**src/rtl/fb_uart_dump_if.sv**
```systemverilog
// fb_uart_dump_if: read-request and read-data bundle between the frame-buffer
// UART dump engine and the sdrc_core application read port.
//
// Signals:
//   mem_req      requester -> controller  read request (app_req)
//   mem_addr     requester -> controller  word address (app_req_addr)
//   mem_len      requester -> controller  words per request (constant burst size)
//   mem_ack      controller -> requester  request accepted (app_req_ack)
//   mem_rd_valid controller -> requester  one pulse per returned word
//   mem_rd_data  controller -> requester  returned word
//
// Handshake: mem_req rises and then holds together with mem_addr and mem_len
// until mem_ack is sampled high on a rising clk edge. That edge completes the
// request and mem_req drops on the next cycle. After the ack the controller
// returns exactly mem_len words, one per cycle in which mem_rd_valid is high.
// mem_rd_valid has no ready; the requester must accept every word.

interface fb_uart_dump_if #(
    parameter int AW = 25
);
    logic          mem_req;
    logic [AW-1:0] mem_addr;
    logic [8:0]    mem_len;
    logic          mem_ack;
    logic          mem_rd_valid;
    logic [31:0]   mem_rd_data;

    modport master (
        output mem_req,
        output mem_addr,
        output mem_len,
        input  mem_ack,
        input  mem_rd_valid,
        input  mem_rd_data
    );

    modport slave (
        input  mem_req,
        input  mem_addr,
        input  mem_len,
        output mem_ack,
        output mem_rd_valid,
        output mem_rd_data
    );
endinterface

```
**src/rtl/fb_uart_dump.sv**
```systemverilog
// fb_uart_dump: reads a region of the SDRAM frame buffer in BURST-word read
// requests and streams every byte out of tx as 8N1 UART. Words are sent in
// address order. Within each word, bits [7:0] are sent first.
//
// Ports:
//   clk         mem_clk domain clock
//   reset_n     asynchronous active-low reset
//   start       one-cycle pulse that begins a dump; ignored while busy
//   start_addr  first word address; the low log2(BURST) bits are forced to 0
//   num_bursts  number of bursts to dump; 0 finishes at once with no transfer
//   busy        high from the cycle after an accepted start until done
//   done        one-cycle pulse when the dump ends
//   mem         fb_uart_dump_if.master read port toward sdrc_core
//   tx          UART line, idle high
//   dbg_state   current FSM state
//
// Optional feature: define FB_DUMP_CSUM_EN to append one byte after the last
// burst. That byte is the modulo-256 sum of all data bytes in the dump.

module fb_uart_dump #(
    parameter int CLKS_PER_BIT = 868,
    parameter int AW           = 25,
    parameter int BURST        = 8
) (
    input  logic               clk,
    input  logic               reset_n,
    input  logic               start,
    input  logic [AW-1:0]      start_addr,
    input  logic [15:0]        num_bursts,
    output logic               busy,
    output logic               done,
    fb_uart_dump_if.master     mem,
    output logic               tx,
    output logic [2:0]         dbg_state
);

    localparam int WPW = $clog2(BURST) + 1;  // fill pointer must reach BURST
    localparam int BCW = $clog2(4 * BURST);  // byte index within one burst
    localparam logic [AW-1:0] ADDR_MASK = ~AW'(BURST - 1);

    typedef enum logic [2:0] {
        IDLE, REQ, FILL, SEND, NEXT, FIN
`ifdef FB_DUMP_CSUM_EN
        , CSUM
`endif
    } state_t;

    state_t               state_q, state_d;
    logic [AW-1:0]        addr_q;
    logic [15:0]          remaining_q;
    logic [32*BURST-1:0]  buf_q;
    logic [WPW-1:0]       wptr_q;
    logic [BCW-1:0]       byte_cnt_q;
    logic [3:0]           bit_cnt_q;
    logic [15:0]          clk_cnt_q;

    logic                 sending;
    logic                 bit_end;
    logic                 byte_end;
    logic                 last_word;
    logic                 last_byte;
    logic                 start_ok;
    logic [7:0]           cur_byte;
    logic [7:0]           tx_byte;
    logic [9:0]           frame_sh;

`ifdef FB_DUMP_CSUM_EN
    logic [7:0]           csum_q;
    assign sending = (state_q == SEND) || (state_q == CSUM);
    assign tx_byte = (state_q == CSUM) ? csum_q : cur_byte;
`else
    assign sending = (state_q == SEND);
    assign tx_byte = cur_byte;
`endif

    assign start_ok  = (state_q == IDLE) && start && (num_bursts != 16'd0);
    assign bit_end   = (clk_cnt_q == 16'(CLKS_PER_BIT - 1));
    assign byte_end  = bit_end && (bit_cnt_q == 4'd9);
    assign last_word = mem.mem_rd_valid && (wptr_q == WPW'(BURST - 1));
    assign last_byte = (byte_cnt_q == BCW'(4 * BURST - 1));

    // Byte byte_cnt_q of the burst buffer. Word 0 sits in the low 32 bits,
    // so the byte index maps directly onto 8-bit lanes.
    always_comb begin
        cur_byte = 8'h00;
        for (int i = 0; i < 4 * BURST; i++) begin
            if (byte_cnt_q == BCW'(i)) begin
                cur_byte = buf_q[i*8 +: 8];
            end
        end
    end

    // The 8N1 frame is sent LSB first. Shifting the frame by the bit index
    // selects start, data or stop without variable bit-select widths.
    assign frame_sh = {1'b1, tx_byte, 1'b0} >> bit_cnt_q;
    assign tx       = sending ? frame_sh[0] : 1'b1;

    assign busy         = (state_q != IDLE) && (state_q != FIN);
    assign done         = (state_q == FIN);
    assign mem.mem_req  = (state_q == REQ);
    assign mem.mem_addr = addr_q;
    assign mem.mem_len  = 9'(BURST);
    assign dbg_state    = state_q;

    always_ff @(posedge clk or negedge reset_n) begin
        if (!reset_n) begin
            state_q <= IDLE;
        end else begin
            state_q <= state_d;
        end
    end

    always_comb begin
        state_d = state_q;
        case (state_q)
            IDLE: if (start) state_d = (num_bursts != 16'd0) ? REQ : FIN;
            REQ:  if (mem.mem_ack) state_d = FILL;
            FILL: if (last_word) state_d = SEND;
            SEND: if (byte_end && last_byte) state_d = NEXT;
            NEXT: begin
                if (remaining_q != 16'd1) begin
                    state_d = REQ;
                end else begin
`ifdef FB_DUMP_CSUM_EN
                    state_d = CSUM;
`else
                    state_d = FIN;
`endif
                end
            end
`ifdef FB_DUMP_CSUM_EN
            CSUM: if (byte_end) state_d = FIN;
`endif
            FIN:  state_d = IDLE;
            default: state_d = IDLE;
        endcase
    end

    always_ff @(posedge clk or negedge reset_n) begin
        if (!reset_n) begin
            addr_q      <= '0;
            remaining_q <= '0;
            buf_q       <= '0;
            wptr_q      <= '0;
            byte_cnt_q  <= '0;
            bit_cnt_q   <= '0;
            clk_cnt_q   <= '0;
        end else begin
            if (start_ok) begin
                addr_q      <= start_addr & ADDR_MASK;
                remaining_q <= num_bursts;
            end else if (state_q == NEXT) begin
                addr_q      <= addr_q + AW'(BURST);
                remaining_q <= remaining_q - 16'd1;
            end

            // Returned words are captured only while filling. Stray valids are dropped.
            if (state_q == FILL) begin
                if (mem.mem_rd_valid) begin
                    for (int i = 0; i < BURST; i++) begin
                        if (wptr_q == WPW'(i)) begin
                            buf_q[i*32 +: 32] <= mem.mem_rd_data;
                        end
                    end
                    wptr_q <= wptr_q + WPW'(1);
                end
            end else begin
                wptr_q <= '0;
            end

            // Bit and byte timing. The byte counter wraps back to 0 after the
            // last byte because 4*BURST is a power of two.
            if (sending) begin
                if (bit_end) begin
                    clk_cnt_q <= '0;
                    if (bit_cnt_q == 4'd9) begin
                        bit_cnt_q  <= '0;
                        byte_cnt_q <= byte_cnt_q + BCW'(1);
                    end else begin
                        bit_cnt_q <= bit_cnt_q + 4'd1;
                    end
                end else begin
                    clk_cnt_q <= clk_cnt_q + 16'd1;
                end
            end else begin
                clk_cnt_q  <= '0;
                bit_cnt_q  <= '0;
                byte_cnt_q <= '0;
            end
        end
    end

`ifdef FB_DUMP_CSUM_EN
    // Each data byte is added once, in the first cycle of its start bit.
    always_ff @(posedge clk or negedge reset_n) begin
        if (!reset_n) begin
            csum_q <= '0;
        end else if (start_ok) begin
            csum_q <= '0;
        end else if ((state_q == SEND) && (bit_cnt_q == 4'd0) && (clk_cnt_q == 16'd0)) begin
            csum_q <= csum_q + cur_byte;
        end
    end
`endif

endmodule

```
**src/flat_wrapper.sv**
```systemverilog
// flat-port wrapper written by rule: the top's interface ports become plain ports
module fb_uart_dump_flat 
#(
    parameter int CLKS_PER_BIT = 868,
    parameter int AW           = 25,
    parameter int BURST        = 8
)
  (clk, reset_n, start, start_addr, num_bursts, busy, done, tx, dbg_state, mem_mem_req, mem_mem_addr, mem_mem_len, mem_mem_ack, mem_mem_rd_valid, mem_mem_rd_data);
  fb_uart_dump_if #(.AW(AW)) mem_i ();
  input  logic clk;
  input  logic reset_n;
  input  logic start;
  input  logic [AW-1:0] start_addr;
  input  logic [15:0] num_bursts;
  output logic busy;
  output logic done;
  output logic tx;
  output logic [2:0] dbg_state;
  output wire logic [$bits(mem_i.mem_req)-1:0] mem_mem_req;
  output wire logic [$bits(mem_i.mem_addr)-1:0] mem_mem_addr;
  output wire logic [$bits(mem_i.mem_len)-1:0] mem_mem_len;
  input wire logic [$bits(mem_i.mem_ack)-1:0] mem_mem_ack;
  input wire logic [$bits(mem_i.mem_rd_valid)-1:0] mem_mem_rd_valid;
  input wire logic [$bits(mem_i.mem_rd_data)-1:0] mem_mem_rd_data;
  assign mem_mem_req = mem_i.mem_req;
  assign mem_mem_addr = mem_i.mem_addr;
  assign mem_mem_len = mem_i.mem_len;
  assign mem_i.mem_ack = mem_mem_ack;
  assign mem_i.mem_rd_valid = mem_mem_rd_valid;
  assign mem_i.mem_rd_data = mem_mem_rd_data;
  fb_uart_dump #(.CLKS_PER_BIT(CLKS_PER_BIT), .AW(AW), .BURST(BURST)) u_core (.clk(clk), .reset_n(reset_n), .start(start), .start_addr(start_addr), .num_bursts(num_bursts), .busy(busy), .done(done), .mem(mem_i), .tx(tx), .dbg_state(dbg_state));
endmodule
```
**config.mk**
```make
export PLATFORM = sky130hd
export DESIGN_NAME = fb_uart_dump_flat
export DESIGN_NICKNAME = d
export VERILOG_FILES = /design/src/rtl/fb_uart_dump_if.sv /design/src/rtl/fb_uart_dump.sv /design/src/flat_wrapper.sv
export SDC_FILE = /design/constraint.sdc
export NUM_CORES = 1
export LEC_CHECK = 0
export ABC_AREA = 0
export CORE_ASPECT_RATIO = 0.6
export CORE_MARGIN = 4
export CORE_UTILIZATION = 39
export CTS_CLUSTER_SIZE = 24
export DETAILED_ROUTE_END_ITERATION = 8
export PLACE_DENSITY = 0.56
export SYNTH_ARGS = -nofsm -noshare
export SYNTH_HDL_FRONTEND = slang
export SYNTH_SLANG_ARGS = --single-unit
export TNS_END_PERCENT = 50
```
**constraint.sdc**
```tcl
create_clock -name clk -period 4.1 [get_ports clk]
set_clock_uncertainty 0.1 [all_clocks]
set_input_delay 0.615 -clock clk [delete_from_list [all_inputs] [get_ports clk]]
set_output_delay 0.615 -clock clk [all_outputs]
set_load 0.05 [all_outputs]
```
# Yosys cells after proc, flatten, opt, wreduce, memory -nomap -nowiden
# Cells that the tools add are included.
[word_totals]
in_bits = 78
wordCells = 152
out_inout_bits = 41
ff_bits = 329
[classes]
eq_ne = 54
n_addsub = 6
n_shift = 1
n_mux = 54
n_reduce_logical = 22
[ops]
columns = ["cell", "count"]
rows = [
  ["$mux W8", 32],
  ["$eq A5 B5 Y1 const B", 16],
  ["$mux W16", 4],
  ["$mux W25", 2],
  ["$eq A5 B4 Y1 const B", 8],
  ["$add A25 B4 Y25 const B", 1],
  ["$reduce_and A3 Y1", 8],
  ["$eq A5 B3 Y1 const B", 4],
  ["$mux W4", 5],
  ["$mux W3", 6],
  ["$add A16 B1 Y16 const B", 1],
  ["$eq A16 B10 Y1 const B", 1],
  ["$eq A4 B3 Y1 const B", 4],
  ["$ne A16 B1 Y1 const B", 1],
  ["$reduce_bool A16 Y1", 1],
  ["$sub A16 B1 Y16 const B", 1],
  ["$mux W5", 3],
  ["$pmux W3 S5", 1],
  ["$eq A5 B2 Y1 const B", 2],
  ["$ne A2 B2 Y1 const B", 5],
  ["$shr A10 B4 Y1", 1],
  ["$add A4 B1 Y4 const B", 2],
  ["$eq A4 B2 Y1 const B", 2],
  ["$eq A3 B2 Y1 const B", 2],
  ["17 further kinds", 24],
]

# Longest topological paths before layout
[logic_depth]
word_depth = 35
mapped_depth = 15
ltp_nobuf = 11

# Least setup slack after synthesis
# OpenSTA, ideal clock, no wires.
[synth_path]
path_kind = "register to output"
start = "reg u_core.byte_cnt_q[0]"
end = "out tx"
t_arrival_ns = 3.502
stages_incl_launch_ff = 15
path_buffers = 4
path_slack_ns = -0.117
t_required_ns = 3.385
path_cell_list = "dfrtp_1 ha_1 buf_2 buf_1 clkbuf_1 and3_1 ha_1 clkbuf_1 nand3b_1 a21boi_0 o41ai_4 nand3_2 o211ai_2 nand2_1 a311o_1"
[synth_between]
elab_chain_len = 35
elab_cells_between_ends = 66
classes_between = "31 x eq/ne; 1 x shift; 33 x mux; 1 x reduce/logical"
[synth_lines]
columns = ["element", "line_no", "source"]
rows = [
  ["start: declaration", "fb_uart_dump.sv:53", "logic [BCW-1:0] byte_cnt_q;"],
  ["start signal: assignment", "fb_uart_dump.sv:178", "byte_cnt_q <= byte_cnt_q + BCW'(1);"],
  ["$logic_not A5 Y1", "fb_uart_dump.sv:87", "if (byte_cnt_q == BCW'(i)) begin"],
  ["$mux W8 (31 in series)", "fb_uart_dump.sv:87", ""],
  ["$mux W8 (*)", "fb_uart_dump.sv:87", ""],
  ["$shr A10 B4 Y1 (*)", "fb_uart_dump.sv:95", "assign frame_sh = {1'b1, tx_byte, 1'b0} >> bit_cnt_q;"],
  ["$mux W1 (*)", "fb_uart_dump.sv:96", "assign tx = sending ? frame_sh[0] : 1'b1;"],
  ["end: declaration", "flat_wrapper.sv:17", "output logic tx;"],
]
# Mark *: on every way between the ends. The rest lies on a longest branch, timed or not.

# Worst setup path after layout
[layout_path]
start = "reg u_core.byte_cnt_q[4]"
end = "out tx"
# Same word-level chain as after synthesis.

==> impl_metrics.tcl <==
set metrics [dict create \
    drive_above_1_share_pct 31.4 \
    cts_sinks 326 \
    rsz0062_at_grt "true" \
    dp.cells 2306 \
    yosysWarnings 0 \
    crit_start "u_core.byte_cnt_q[4]" \
    antenna_found_initial 1 \
    dieArea_sq_um 47700 \
    path_clk_slew_ps 60 \
    slew_violations 0 \
    internal_power_mw 7.14 \
    wl_met1_mm 30.4 \
    synthCells 1596 \
    io_pins 119 \
    stdcell_count 2395 \
    vias 14600 \
    start_util_pct 39.6 \
    setup_viol 1 \
    ys_seq_area_share_pct 47.4 \
    antenna_left 0 \
    slew_headroom_pct 47.9 \
    outcome "finished, violations left" \
    routed_wl_mm 61.3 \
    grt_pass1_wl_mm 91.1 \
    track_usage_pct 25.3 \
    ys.flop_type "dfrtp_1" \
    violations "negative hold slack, negative setup slack" \
    hold_class "input pin to asynchronous set/reset pin" \
    synth_top_family_by_area "multiplexers" \
    synth_top_cell_by_area "dfrtp_1" \
    drt_first_pass_iters 5 \
    cts_made_buffers 34 \
    wl_met3_mm 7.32 \
    final_nets 1886 \
    worst_ep_arrival_time_ps 3660 \
    grt_max_degree 88 \
    area_growth_pct 25.7 \
    num_rows 59 \
    synth-async-reset-ratio_pct 100 \
    cts-root-buf "clkbuf_16" \
    place_ws_ps 31.9 \
    seqPwrFrac_pct 42.5 \
    synthSimpleGateAreaFrac_pct 14.9 \
    r2r_setup_slack_ps 1270 \
    crit_required_ps 3380 \
    whs_ps -33.7 \
    fin_ws_ps -278 \
    drt_iter0_drc 1646 \
    avgSynthCellArea_sq_um 10.8 \
    cp_max_fo 24 \
    r2r-start "u_core.dbg_state[1]" \
    grt_overflow 0 \
    die_w_microns 279 \
    combPwrFrac_pct 24.5 \
    htreeDepth 2 \
    max_freq_mhz 228 \
    switching_share_pct 32.6 \
    post-route-min-period_ps 4380 \
    drv_cap 0 \
    top_layer "met5" \
    worst_pin_slew_ps 779 \
    power_density_nw_per_um2 490 \
    end_kind "output port" \
    start_kind "register" \
    vias_per_cell 6.08 \
    die-height_microns 171 \
    synth_compound_area_share_pct 14.3 \
    ir_worst_vdd_uv 252 \
    p_sw_mw 3.45 \
    coreArea_sq_um 43500 \
    drcViolationCount 0 \
    io_buffers 103 \
    clkLatencyLatePin_ps 530 \
    cts_hold_buf 0 \
    leakagePower_nw 9.69 \
    synth_top_cells_by_area "dfrtp_1, mux2_2, nand2_1" \
    synth_xor_xnor_area_share_pct 1.17 \
    yosys.area_share.adder_pct 1.16 \
    post-route-period-util_pct 107 \
    wl_met2_mm 22.4 \
    hold_viol_final 7 \
    critPathKind "register to output port" \
    n_antenna_cell 0 \
    synth_mux_area_share_pct 16.6 \
    cts.path.max_buffers 3 \
    place.gp.congestion 0.911 \
    cts_tree "built" \
    synthesis.area_sq_um 17200 \
    yosysTopAreaCellShare_pct 47.4 \
    yosys.cell_types.count 88 \
    grt_pass1_vias 13900 \
    ys_ff_latch 326 \
    hpwl_mm 44.1 \
    wire_per_inst_microns 25.6 \
    synth_edf_count 0 \
    p_clk_share_pct 33.0 \
]
==> power groups by stage <==
stage / clock [mW] / sequential (mW) / combinational (mW)
after global routing: 3.68 / 4.58 / 2.81
final: 3.49 / 4.50 / 2.60
after detailed placement: 0 / 4.52 / 2.58
after CTS: 3.55 / 4.48 / 2.61
after global placement: 0 / 4.51 / 2.52
after floorplan: 0 / 4.71 / 1.38
==> flip-flops by register name, indices dropped and copies added, names as in the netlist <==
signal               count
u_core.bit_cnt_q         4
u_core.buf_q           256
u_core.byte_cnt_q        5
u_core.clk_cnt_q        16
u_core.dbg_state         3
u_core.mem.mem_addr     22
u_core.remaining_q      16
u_core.wptr_q            4
==> cells in the mapped netlist (17+ instances only) <==
library cell    n
a211oi_1       22
a21oi_1        59
buf_2          41
buf_4          19
clkbuf_1       51
dfrtp_1       326
inv_1          27
mux2_2        248
nand2_1       132
nand3_1        62
nor2_1         98
nor3_1         30
o211ai_1       32
o21ai_0        74
o22ai_1        17
==> final cells by class <==
cell class                      instances  area [sq um]
Timing Repair Buffer                  275          2670
Fill cell                            3871         21800
Inverter                               29           113
Tap cell                              579           724
Sequential cell                       326          8160
Clock buffer                           49          1030
Clock inverter                         11           218
Multi-Input combinational cell       1126          8730
==> cell families (layout without fill, tap and decap cells) <==
logic type | after synthesis | count (layout)
xor+xnor | 23 | 23
other cells | 2 | 12
compound gates | 348 | 348
simple gates | 472 | 472
buf+inv | 154 | 364
flops | 326 | 326
mux | 255 | 255
fa+ha+maj | 16 | 16
==> stage by stage <==
step | instance area, sq um | setup TNS (ps) | power (mW) | hold slack [ps] | util [%]
floorplan | 17300 | 0 | 6.09 | 219 | -
global placement | 19700 | 0 | 7.02 | 376 | 45.3
detailed placement | 19700 | 0 | 7.11 | 383 | 45.3
CTS | 21500 | -245 | 10.6 | 10.7 | 49.5
global route | 21600 | -358 | 11.1 | 30.0 | 49.8
finish | 21600 | -278 | 10.6 | -33.7 | 49.8
==> path summary, 6_finish.rpt <==
kind	depth (start not counted)	end
setup / recovery	11	tx
hold / removal	1	u_core.mem.mem_addr[14]
setup reg to reg	6	u_core.buf_q[176]
hold reg to reg	1	u_core.buf_q[162]
max in group asynchronous	2	u_core.buf_q[178]
min in group clk	1	u_core.buf_q[162]
==> metal layers <==
layer | global-route usage [%] | up-vias
met5 | 1.28 | -
met4 | 4.56 | 2
met3 | 9.27 | 86
met2 | 31.1 | 701
met1 | 41.2 | 7429
li1 | - | 6347
==> critical path: stages (launching register included) <==
cell,delay (ps)
dfrtp_2,500
buf_12,210
or3_1,510
buf_4,210
a21oi_1,170
o32ai_2,150
o211ai_1,260
a31oi_1,140
o221ai_1,260
a21oi_1,170
a311o_1,360
buf_12,170
==> timing repair <==
action | in CTS | in global routing
endpoints found under the setup margin | 1 | 1
pin swaps | 22 | 17
gates cloned | 3 | 0
setup buffers | 30 | 1
gates resized for setup | 67 | 22
==> placed cells by master, fill, tap and decap left out, types with 15 or more instances in the layout <==
cell             instances
dfrtp_1                322
mux2_2                 248
buf_4                  142
nand2_1                130
clkdlybuf4s50_1        101
nor2_1                  97
o21ai_0                 66
nand3_1                 58
a21oi_1                 57
clkbuf_16               35
o211ai_1                32
nor3_1                  28
inv_1                   25
buf_12                  19
o22ai_1                 17
and3_1                  15
No activity file was read; power rests on OpenSTA's default activity.
